$ cat src/rtl/lcd_hex_display_if.sv
// Write-only HD44780 8-bit panel bus: enable strobe, register select, read/write and data.
interface lcd_hex_display_if;
    logic       LCD_E;
    logic       LCD_RS;
    logic       LCD_RW;
    logic [7:0] LCD_DATA;

    modport master (output LCD_E, LCD_RS, LCD_RW, LCD_DATA);
    modport slave  (input  LCD_E, LCD_RS, LCD_RW, LCD_DATA);
endinterface

$ cat src/rtl/lcd_hex_display.sv
// HD44780 16x2 driver: power-up init, then endless frames of PC (line 1) and Result (line 2)
// as 8 uppercase hex digits each, with both values latched once per frame.
module lcd_hex_display #(
    parameter int unsigned POWERUP_CYC = 750000,
    parameter int unsigned E_CYC       = 12,
    parameter int unsigned CMD_CYC     = 2500,
    parameter int unsigned CLEAR_CYC   = 100000,
    parameter int unsigned REFRESH_CYC = 500000
) (
    input  logic                     CLK,
    input  logic                     RST,
    input  logic [31:0]              PC,
    input  logic [31:0]              Result,
    lcd_hex_display_if.master        lcd,
    output logic                     READY,
    output logic                     FRAME
);

    function automatic int unsigned max2(input int unsigned a, input int unsigned b);
        max2 = (a > b) ? a : b;
    endfunction

    localparam int unsigned MAX_CYC = max2(max2(max2(POWERUP_CYC, E_CYC), max2(CMD_CYC, CLEAR_CYC)), REFRESH_CYC);
    localparam int CNT_W = (MAX_CYC < 2) ? 1 : $clog2(MAX_CYC + 1);

    typedef enum logic [2:0] {PWRUP, SETUP, PULSE, WAIT, NEXT, GAP} state_t;

    state_t             state_q;
    logic [CNT_W-1:0]   cnt_q;
    logic [4:0]         idx_q;
    logic               init_q;
    logic               e_q;
    logic               rs_q;
    logic [7:0]         data_q;
    logic               ready_q;
    logic               frame_q;
    logic [31:0]        snap_pc_q;
    logic [31:0]        snap_res_q;

    logic [4:0]         idx_d;
    logic               init_d;
    logic [8:0]         byte_d;
    logic               last_byte;
    logic               byte_done;
    logic               go_setup;
    logic [31:0]        wait_lim;

    // True on the last cycle of a phase that lasts lim cycles (a zero-length phase ends at once).
    function automatic logic reached(input logic [CNT_W-1:0] c, input int unsigned lim);
        reached = ({1'b0, 32'(c)} + 33'd1) >= {1'b0, lim};
    endfunction

    function automatic logic [7:0] hex_char(input logic [3:0] n);
        hex_char = (n < 4'd10) ? (8'h30 + {4'h0, n}) : (8'h37 + {4'h0, n});
    endfunction

    // {RS, DATA} for a byte slot: init slots 0-6, or frame slots 0-17.
    function automatic logic [8:0] byte_of(input logic init, input logic [4:0] idx,
                                           input logic [31:0] pc, input logic [31:0] res);
        logic [4:0]  k;
        logic [31:0] word;
        byte_of = 9'h000;
        k       = 5'd0;
        word    = pc;
        if (init) begin
            case (idx)
                5'd0, 5'd1, 5'd2, 5'd3: byte_of = 9'h038;
                5'd4:                   byte_of = 9'h00C;
                5'd5:                   byte_of = 9'h001;
                5'd6:                   byte_of = 9'h006;
                default:                byte_of = 9'h000;
            endcase
        end else if (idx == 5'd0) begin
            byte_of = 9'h080;
        end else if (idx == 5'd9) begin
            byte_of = 9'h0C0;
        end else begin
            if (idx < 5'd9) begin
                word = pc;
                k    = 5'd8 - idx;
            end else begin
                word = res;
                k    = 5'd17 - idx;
            end
            byte_of = {1'b1, hex_char(4'(word >> {k, 2'b00}))};
        end
    endfunction

    always_comb begin
        wait_lim  = (data_q == 8'h01) ? CLEAR_CYC : CMD_CYC;
        last_byte = init_q ? (idx_q == 5'd6) : (idx_q == 5'd17);
        idx_d     = 5'd0;
        init_d    = 1'b0;
        if (state_q == PWRUP) begin
            init_d = 1'b1;
        end else if (!(last_byte || state_q == GAP)) begin
            init_d = init_q;
            idx_d  = idx_q + 5'd1;
        end
        byte_d    = byte_of(init_d, idx_d, snap_pc_q, snap_res_q);
        byte_done = ((state_q == PULSE) && reached(cnt_q, E_CYC) && (wait_lim == 32'd0)) ||
                    ((state_q == WAIT) && reached(cnt_q, wait_lim));
        go_setup  = ((state_q == PWRUP) && reached(cnt_q, POWERUP_CYC)) ||
                    ((state_q == GAP) && reached(cnt_q, REFRESH_CYC)) ||
                    (byte_done && !(!init_q && last_byte && (REFRESH_CYC != 0)));
    end

    always_ff @(posedge CLK or posedge RST) begin
        if (RST) begin
            state_q    <= PWRUP;
            cnt_q      <= '0;
            idx_q      <= 5'd0;
            init_q     <= 1'b1;
            e_q        <= 1'b0;
            rs_q       <= 1'b0;
            data_q     <= 8'h00;
            ready_q    <= 1'b0;
            frame_q    <= 1'b0;
            snap_pc_q  <= 32'h0;
            snap_res_q <= 32'h0;
        end else begin
            frame_q <= 1'b0;
            if (byte_done && last_byte) begin
                if (init_q) ready_q <= 1'b1;
                else        frame_q <= 1'b1;
            end
            if (go_setup) begin
                state_q <= SETUP;
                cnt_q   <= '0;
                e_q     <= 1'b0;
                idx_q   <= idx_d;
                init_q  <= init_d;
                rs_q    <= byte_d[8];
                data_q  <= byte_d[7:0];
                // Slot 0 of a frame is the fixed 0x80, so latching here is in time for every digit.
                if (!init_d && idx_d == 5'd0) begin
                    snap_pc_q  <= PC;
                    snap_res_q <= Result;
                end
            end else begin
                case (state_q)
                    PWRUP, GAP: cnt_q <= cnt_q + 1'b1;
                    SETUP: begin
                        state_q <= PULSE;
                        e_q     <= 1'b1;
                        cnt_q   <= '0;
                    end
                    PULSE: begin
                        if (reached(cnt_q, E_CYC)) begin
                            e_q     <= 1'b0;
                            cnt_q   <= '0;
                            state_q <= byte_done ? GAP : WAIT;
                        end else begin
                            cnt_q <= cnt_q + 1'b1;
                        end
                    end
                    WAIT: begin
                        if (byte_done) begin
                            state_q <= GAP;
                            cnt_q   <= '0;
                        end else begin
                            cnt_q <= cnt_q + 1'b1;
                        end
                    end
                    default: begin
                        state_q <= PWRUP;
                        cnt_q   <= '0;
                    end
                endcase
            end
        end
    end

    assign lcd.LCD_E    = e_q;
    assign lcd.LCD_RS   = rs_q;
    assign lcd.LCD_RW   = 1'b0;
    assign lcd.LCD_DATA = data_q;
    assign READY        = ready_q;
    assign FRAME        = frame_q;

endmodule

$ cat src/flat_wrapper.sv
// flat-port wrapper written by rule: the top's interface ports become plain ports
module lcd_hex_display_flat 
#(
    parameter int unsigned POWERUP_CYC = 750000,
    parameter int unsigned E_CYC       = 12,
    parameter int unsigned CMD_CYC     = 2500,
    parameter int unsigned CLEAR_CYC   = 100000,
    parameter int unsigned REFRESH_CYC = 500000
)
  (CLK, RST, PC, Result, READY, FRAME, lcd_LCD_E, lcd_LCD_RS, lcd_LCD_RW, lcd_LCD_DATA);
  lcd_hex_display_if lcd_i ();
  input  logic CLK;
  input  logic RST;
  input  logic [31:0] PC;
  input  logic [31:0] Result;
  output logic READY;
  output logic FRAME;
  output wire logic [$bits(lcd_i.LCD_E)-1:0] lcd_LCD_E;
  output wire logic [$bits(lcd_i.LCD_RS)-1:0] lcd_LCD_RS;
  output wire logic [$bits(lcd_i.LCD_RW)-1:0] lcd_LCD_RW;
  output wire logic [$bits(lcd_i.LCD_DATA)-1:0] lcd_LCD_DATA;
  assign lcd_LCD_E = lcd_i.LCD_E;
  assign lcd_LCD_RS = lcd_i.LCD_RS;
  assign lcd_LCD_RW = lcd_i.LCD_RW;
  assign lcd_LCD_DATA = lcd_i.LCD_DATA;
  lcd_hex_display #(.POWERUP_CYC(POWERUP_CYC), .E_CYC(E_CYC), .CMD_CYC(CMD_CYC), .CLEAR_CYC(CLEAR_CYC), .REFRESH_CYC(REFRESH_CYC)) u_core (.CLK(CLK), .RST(RST), .PC(PC), .Result(Result), .lcd(lcd_i), .READY(READY), .FRAME(FRAME));
endmodule
$ cat config.mk
export PLATFORM = sky130hd
export DESIGN_NAME = lcd_hex_display_flat
export DESIGN_NICKNAME = d
export VERILOG_FILES = /design/src/rtl/lcd_hex_display_if.sv /design/src/rtl/lcd_hex_display.sv /design/src/flat_wrapper.sv
export SDC_FILE = /design/constraint.sdc
export NUM_CORES = 1
export LEC_CHECK = 0
export ABC_CLOCK_PERIOD_IN_PS = 5700
export CORE_ASPECT_RATIO = 1.4
export CORE_MARGIN = 5
export CORE_UTILIZATION = 24
export CTS_BUF_LIST = sky130_fd_sc_hd__clkbuf_16
export CTS_CLUSTER_SIZE = 25
export DETAILED_ROUTE_END_ITERATION = 8
export PLACE_DENSITY = 0.48
export SLEW_MARGIN = 20
export SYNTH_ARGS = -nofsm -noshare
export SYNTH_HDL_FRONTEND = slang
export SYNTH_SLANG_ARGS = --single-unit
export TNS_END_PERCENT = 1
$ cat constraint.sdc
create_clock -name CLK -period 5.7 [get_ports CLK]
set_input_delay 1.425 -clock CLK [delete_from_list [all_inputs] [get_ports CLK]]
set_output_delay 1.425 -clock CLK [all_outputs]
set_load 0.01 [all_outputs]
==> report_table.html <==
<table>
<tr><th>Metric</th><th>Value</th></tr>
<tr><th colspan="2">Detailed routing</th></tr>
<tr><td>Final antenna-violating net count</td><td>0</td></tr>
<tr><td># DRC</td><td>0</td></tr>
<tr><td>Aggregate routed wire length</td><td>19500 um</td></tr>
<tr><td>Initial drt markers</td><td>381</td></tr>
<tr><td>Drt pass-1 iters</td><td>5</td></tr>
<tr><td>Vias</td><td>5359</td></tr>
<tr><td>Via count normalized by instance count</td><td>4.85</td></tr>
<tr><td>DR WL/cell</td><td>17.7 um</td></tr>
<tr><th colspan="2">STA</th></tr>
<tr><td>Tmin final</td><td>5.16 ns</td></tr>
<tr><td>Slew at the pin closest to its max-slew limit</td><td>0.829 ns</td></tr>
<tr><td>Final setup TNS</td><td>0 ns</td></tr>
<tr><td>Hold violation total from the final report</td><td>0</td></tr>
<tr><td>Unrepaired setup endpoints after global routing</td><td>no</td></tr>
<tr><td>Clock Skew</td><td>0.0117 ns</td></tr>
<tr><td>Share of the clock period used by the worst path after layout</td><td>90.5%</td></tr>
<tr><td>Highest attainable clock frequency</td><td>0.194 GHz</td></tr>
<tr><td>Max-slew violations</td><td>0</td></tr>
<tr><td>Final setup violation count</td><td>0</td></tr>
<tr><td>Max transition margin</td><td>44.2%</td></tr>
<tr><th colspan="2">Logic synthesis</th></tr>
<tr><td>Ranking of synthesized cells by area</td><td>sky130_fd_sc_hd__dfrtp_1, sky130_fd_sc_hd__mux2_4, sky130_fd_sc_hd__nand2_1</td></tr>
<tr><td>Sequential share of the synthesized area</td><td>38.7%</td></tr>
<tr><td>Main synth FF type</td><td>sky130_fd_sc_hd__dfrtp_1</td></tr>
<tr><td>Area share of the leading cell type in the synthesized netlist</td><td>38.3%</td></tr>
<tr><td>Combined area of all synthesized cells</td><td>0.00679 mm^2</td></tr>
<tr><td>Number of flops mapped to enable cells by yosys</td><td>0</td></tr>
<tr><td>Synth warn</td><td>0</td></tr>
<tr><td>Number of unique standard cell types used by synthesis</td><td>79</td></tr>
<tr><td>Share of async-settable or async-resettable flops after synthesis</td><td>100%</td></tr>
<tr><td>Most area-hungry cell type in the Yosys netlist</td><td>sky130_fd_sc_hd__dfrtp_1</td></tr>
<tr><td>Flip-flop and latch count after synthesis</td><td>105</td></tr>
<tr><td>Post-synthesis net count</td><td>740</td></tr>
<tr><td>Post-Syn Area per Cell</td><td>10.3 um^2</td></tr>
<tr><td>Gate Count Post-Synth</td><td>657</td></tr>
<tr><th colspan="2">Worst setup path</th></tr>
<tr><td>Critical path arrival</td><td>5.41 ns</td></tr>
<tr><td>Kind of cell adding the most delay to the critical path</td><td>simple AND/OR/NAND/NOR gates</td></tr>
<tr><td>Worst Path Max Fanout</td><td>21</td></tr>
<tr><td>Slowest stage delay, CP</td><td>0.57 ns</td></tr>
<tr><td>Max stage delay cell, worst path</td><td>sky130_fd_sc_hd__nor4_1</td></tr>
<tr><td>Class of the most critical setup path</td><td>register to register</td></tr>
<tr><td>Beginning of the worst register-to-register path</td><td>u_core.cnt_q[0]</td></tr>
<tr><td>Data required, critical path</td><td>5.95 ns</td></tr>
<tr><td>Critical R2R Capture</td><td>u_core.lcd.LCD_DATA[0]</td></tr>
<tr><td>Minimum setup slack among reg-to-reg paths</td><td>0.54 ns</td></tr>
<tr><td>Buffering stage count on the worst path with inverters included</td><td>2</td></tr>
<tr><td>R2R depth</td><td>16</td></tr>
<tr><td>Critical Path End Type</td><td>register</td></tr>
<tr><td>CP cell instances</td><td>ha_1 &gt; nand4_1 &gt; nor4_1 &gt; nand2_1 &gt; xnor2_1 &gt; inv_1 &gt; ha_1 &gt; nand4_1 &gt; or4_1 &gt; or4b_1 &gt; o21a_1 &gt; a21oi_1 &gt; a2bb2oi_2 &gt; buf_4 &gt; or4b_1 &gt; and3_1</td></tr>
<tr><td>Critical path launch point type</td><td>register</td></tr>
<tr><th colspan="2">Die</th></tr>
<tr><td>Core Region</td><td>0.0281 mm^2</td></tr>
<tr><td>Ports placed on the boundary</td><td>79</td></tr>
<tr><td>Initial cell density of the core</td><td>24.1%</td></tr>
<tr><td>Die footprint</td><td>0.0318 mm^2</td></tr>
<tr><td>Row Count</td><td>73</td></tr>
<tr><td>Die outline height</td><td>209 um</td></tr>
<tr><td>Die Width</td><td>152 um</td></tr>
<tr><th colspan="2">Cells and area</th></tr>
<tr><td>Final design instance area without fill</td><td>0.00828 mm^2</td></tr>
<tr><td>Post-route core utilization</td><td>29.4%</td></tr>
<tr><td>Antenna diode instance count</td><td>0</td></tr>
<tr><td>Final-layout fill cell count</td><td>3009</td></tr>
<tr><td>Fraction of layout cells with a size suffix above 1</td><td>16.5%</td></tr>
<tr><td>Post-layout nets</td><td>807</td></tr>
<tr><td>Combined area of the multi-input logic cells</td><td>0.00385 mm^2</td></tr>
<tr><td>Area growth syn-to-layout</td><td>22.0%</td></tr>
<tr><td>FF/Latch Area</td><td>0.00263 mm^2</td></tr>
<tr><th colspan="2">Pwr</th></tr>
<tr><td>Worst supply voltage drop on vdd</td><td>0.133 mV</td></tr>
<tr><td>Power density over cell area</td><td>194 mW/mm^2</td></tr>
<tr><td>Standby leakage power</td><td>3.54 nW</td></tr>
<tr><td>Power share of the clock group</td><td>44.3%</td></tr>
<tr><td>Combinational fraction of design power</td><td>7.0%</td></tr>
<tr><td>Sequential cell fraction of total power</td><td>48.7%</td></tr>
<tr><td>Net switching share of the total power</td><td>22.9%</td></tr>
<tr><td>Power Internal</td><td>1.24 mW</td></tr>
<tr><td>Net switching power of the design</td><td>368 uW</td></tr>
<tr><th colspan="2">Outcome</th></tr>
<tr><td>Result of the run</td><td>completed</td></tr>
<tr><th colspan="2">CTS</th></tr>
<tr><td>Post-CTS Hold Fix Bufs</td><td>0</td></tr>
<tr><td>Num Clock Sinks</td><td>105</td></tr>
<tr><td>Buffer type at the clock tree root</td><td>sky130_fd_sc_hd__clkbuf_16</td></tr>
<tr><td>CTS HTree Levels</td><td>3</td></tr>
<tr><td>CTS tree</td><td>built</td></tr>
<tr><td>Number of buffers added by the clock tree synthesis step</td><td>9</td></tr>
<tr><td>Total setup buffers inserted after CTS</td><td>0</td></tr>
<tr><td>Post-CTS Resized</td><td>0</td></tr>
<tr><td>Clock buffer depth</td><td>2</td></tr>
<tr><td>Clock latency on the worst-skew pair</td><td>0.37 ns</td></tr>
<tr><td>Clock transition time at the flip-flop clock pins of the worst setup and hold paths</td><td>0.08 ns</td></tr>
<tr><th colspan="2">Placement</th></tr>
<tr><td>Sum of net half-perimeters after detailed placement</td><td>15100 um</td></tr>
<tr><td>Total of buffers placed on input and output ports</td><td>77</td></tr>
<tr><td>RD Place Congestion</td><td>0.955</td></tr>
<tr><td>Cell area after placement</td><td>0.00795 mm^2</td></tr>
<tr><th colspan="2">GRT</th></tr>
<tr><td>Initial antenna violation count</td><td>0</td></tr>
<tr><td>Pin count of the biggest net entering global routing</td><td>65</td></tr>
<tr><td>Fraction of met3 tracks used by global routing</td><td>1.68%</td></tr>
<tr><td>Via count of the first global-routing pass</td><td>5646</td></tr>
<tr><td>Met2 Usage GRT</td><td>22.8%</td></tr>
<tr><td>GR met1 Demand/Resource</td><td>14.0%</td></tr>
<tr><td>Total gr overflow</td><td>0</td></tr>
<tr><td>Aggregate global-route resource usage</td><td>12.4%</td></tr>
<tr><td>Wire length of the first global-routing pass</td><td>31500 um</td></tr>
<tr><td>Top Usage Layer GRT</td><td>met2</td></tr>
<tr><th colspan="2">Hold path</th></tr>
<tr><td>Launch instance of the worst min-delay path</td><td>u_core.lcd.LCD_RS</td></tr>
<tr><td>Hold path endpoint</td><td>u_core.lcd.LCD_RS</td></tr>
<tr><td>Hold/Removal Path Class</td><td>register to register</td></tr>
<tr><td>Number of cells traversed by the worst hold path</td><td>2</td></tr>
<tr><th colspan="2">Flow run</th></tr>
<tr><td>Max cap viols</td><td>0</td></tr>
</table>
## placed cells by master (no fill, tap or decap), drive strengths merged, types with 9 or more instances in the layout
cell,count
a211oi,16
a21oi,25
and3,11
buf,17
clkbuf,9
clkdlybuf4s50,77
dfrtp,104
ha,17
inv,27
mux2,70
nand2,60
nand3,19
nand4,12
nor2,46
nor2b,9
nor3,14
nor4,12
o21ai,22
xnor2,19
## worst min-delay path: cells and delay by family (launching register included)
| kind | cells | cell delay (ns) |
|---|---|---|
| flops | 1 | 0.35 |
| compound gates | 1 | 0.06 |
| simple gates | 1 | 0.05 |
## worst max path at each step
stage	endpoint	cells after the start	from	slack, ns
after floorplan	u_core.snap_pc_q[0]	18	u_core.cnt_q[0]	1.37
after global placement	u_core.lcd.LCD_DATA[0]	16	u_core.cnt_q[0]	0.72
after detailed placement	u_core.lcd.LCD_DATA[0]	16	u_core.cnt_q[0]	0.59
after CTS	u_core.lcd.LCD_DATA[0]	16	u_core.cnt_q[0]	0.55
after global routing	u_core.lcd.LCD_DATA[0]	16	u_core.cnt_q[0]	0.19
final	u_core.lcd.LCD_DATA[0]	16	u_core.cnt_q[0]	0.54
## logic make-up after synthesis
logic type	after synthesis	share of synthesized area (%)
simple gates	218	16.8
compound gates	150	16.5
flops	105	38.7
mux	79	16.8
buf+inv	62	4.63
xor+xnor	25	3.34
fa+ha+maj	17	3.13
other cells	1	0.0552
## metal layers
layer	share of wire (%)	wire, um
met1	40	7720
met2	53	10400
met5	0	0
met3	3.6	708
met4	3.7	729
## metrics by stage
| stage | instances | setup slack (ns) | hold WS [ns] | total power, mW |
|---|---|---|---|---|
| 6_report | 1104 | 0.539 | 0.496 | 1.61 |
| 5_1_grt | 1104 | 0.193 | 0.524 | 1.67 |
| 4_1_cts | 1104 | 0.553 | 0.505 | 1.63 |
| 3_5_place_dp | 1088 | 0.594 | 0.485 | 0.913 |
| 3_3_place_gp | 1088 | 0.719 | 0.477 | 0.912 |
| 2_1_floorplan | 657 | 1.37 | 0.459 | 0.848 |
## cell usage after synthesis, drive strengths merged, types with 4 or more instances
master and instances:
o31ai 6, mux2 70, clkbuf 12, and4 5
a311oi 8, xnor2 19, a31oi 6, a21o 5
nor3 14, a21boi 8, nand3b 4, nand4 12
buf 26, and3 11, inv 23, a2111oi 5
a22oi 4, a221oi 4, a211oi 16, and2 8
xor2 6, mux2i 6, o21ai 22, nor4 12
nand2 60, nand3 19, o21a 7, ha 17
a21oi 25, nor2b 9, nor2 46, dfrtp 104
## final cells by class
cell class	count	area share (%)
multi-input combinational	490	46.4
sequential	105	31.7
timing repair buffer	94	11.0
tap	375	5.67
clock buffer	9	2.72
clock inverter	7	1.31
inverter	24	1.12
## registers in the layout, summed over array words and instances (netlist names)
| register | count |
|---|---|
| u_core.idx_q | 5 |
| u_core.snap_pc_q | 32 |
| u_core.state_q | 3 |
| u_core.FRAME | 1 |
| u_core.lcd.LCD_E | 1 |
| u_core.lcd.LCD_RS | 1 |
| u_core.READY | 1 |
| u_core.lcd.LCD_DATA | 8 |
| u_core.cnt_q | 20 |
| u_core.init_q | 1 |
| u_core.snap_res_q | 32 |
## power by group through the flow
stage               Combinational (mW)  Clock, mW  Sequential [mW]
finish                           0.112      0.713            0.783
detailed placement               0.115          0            0.798
global route                     0.123      0.762            0.786
global placement                 0.114          0            0.798
CTS                              0.115      0.734            0.783
floorplan                       0.0565          0            0.791
No activity file was read; power rests on OpenSTA's default activity.
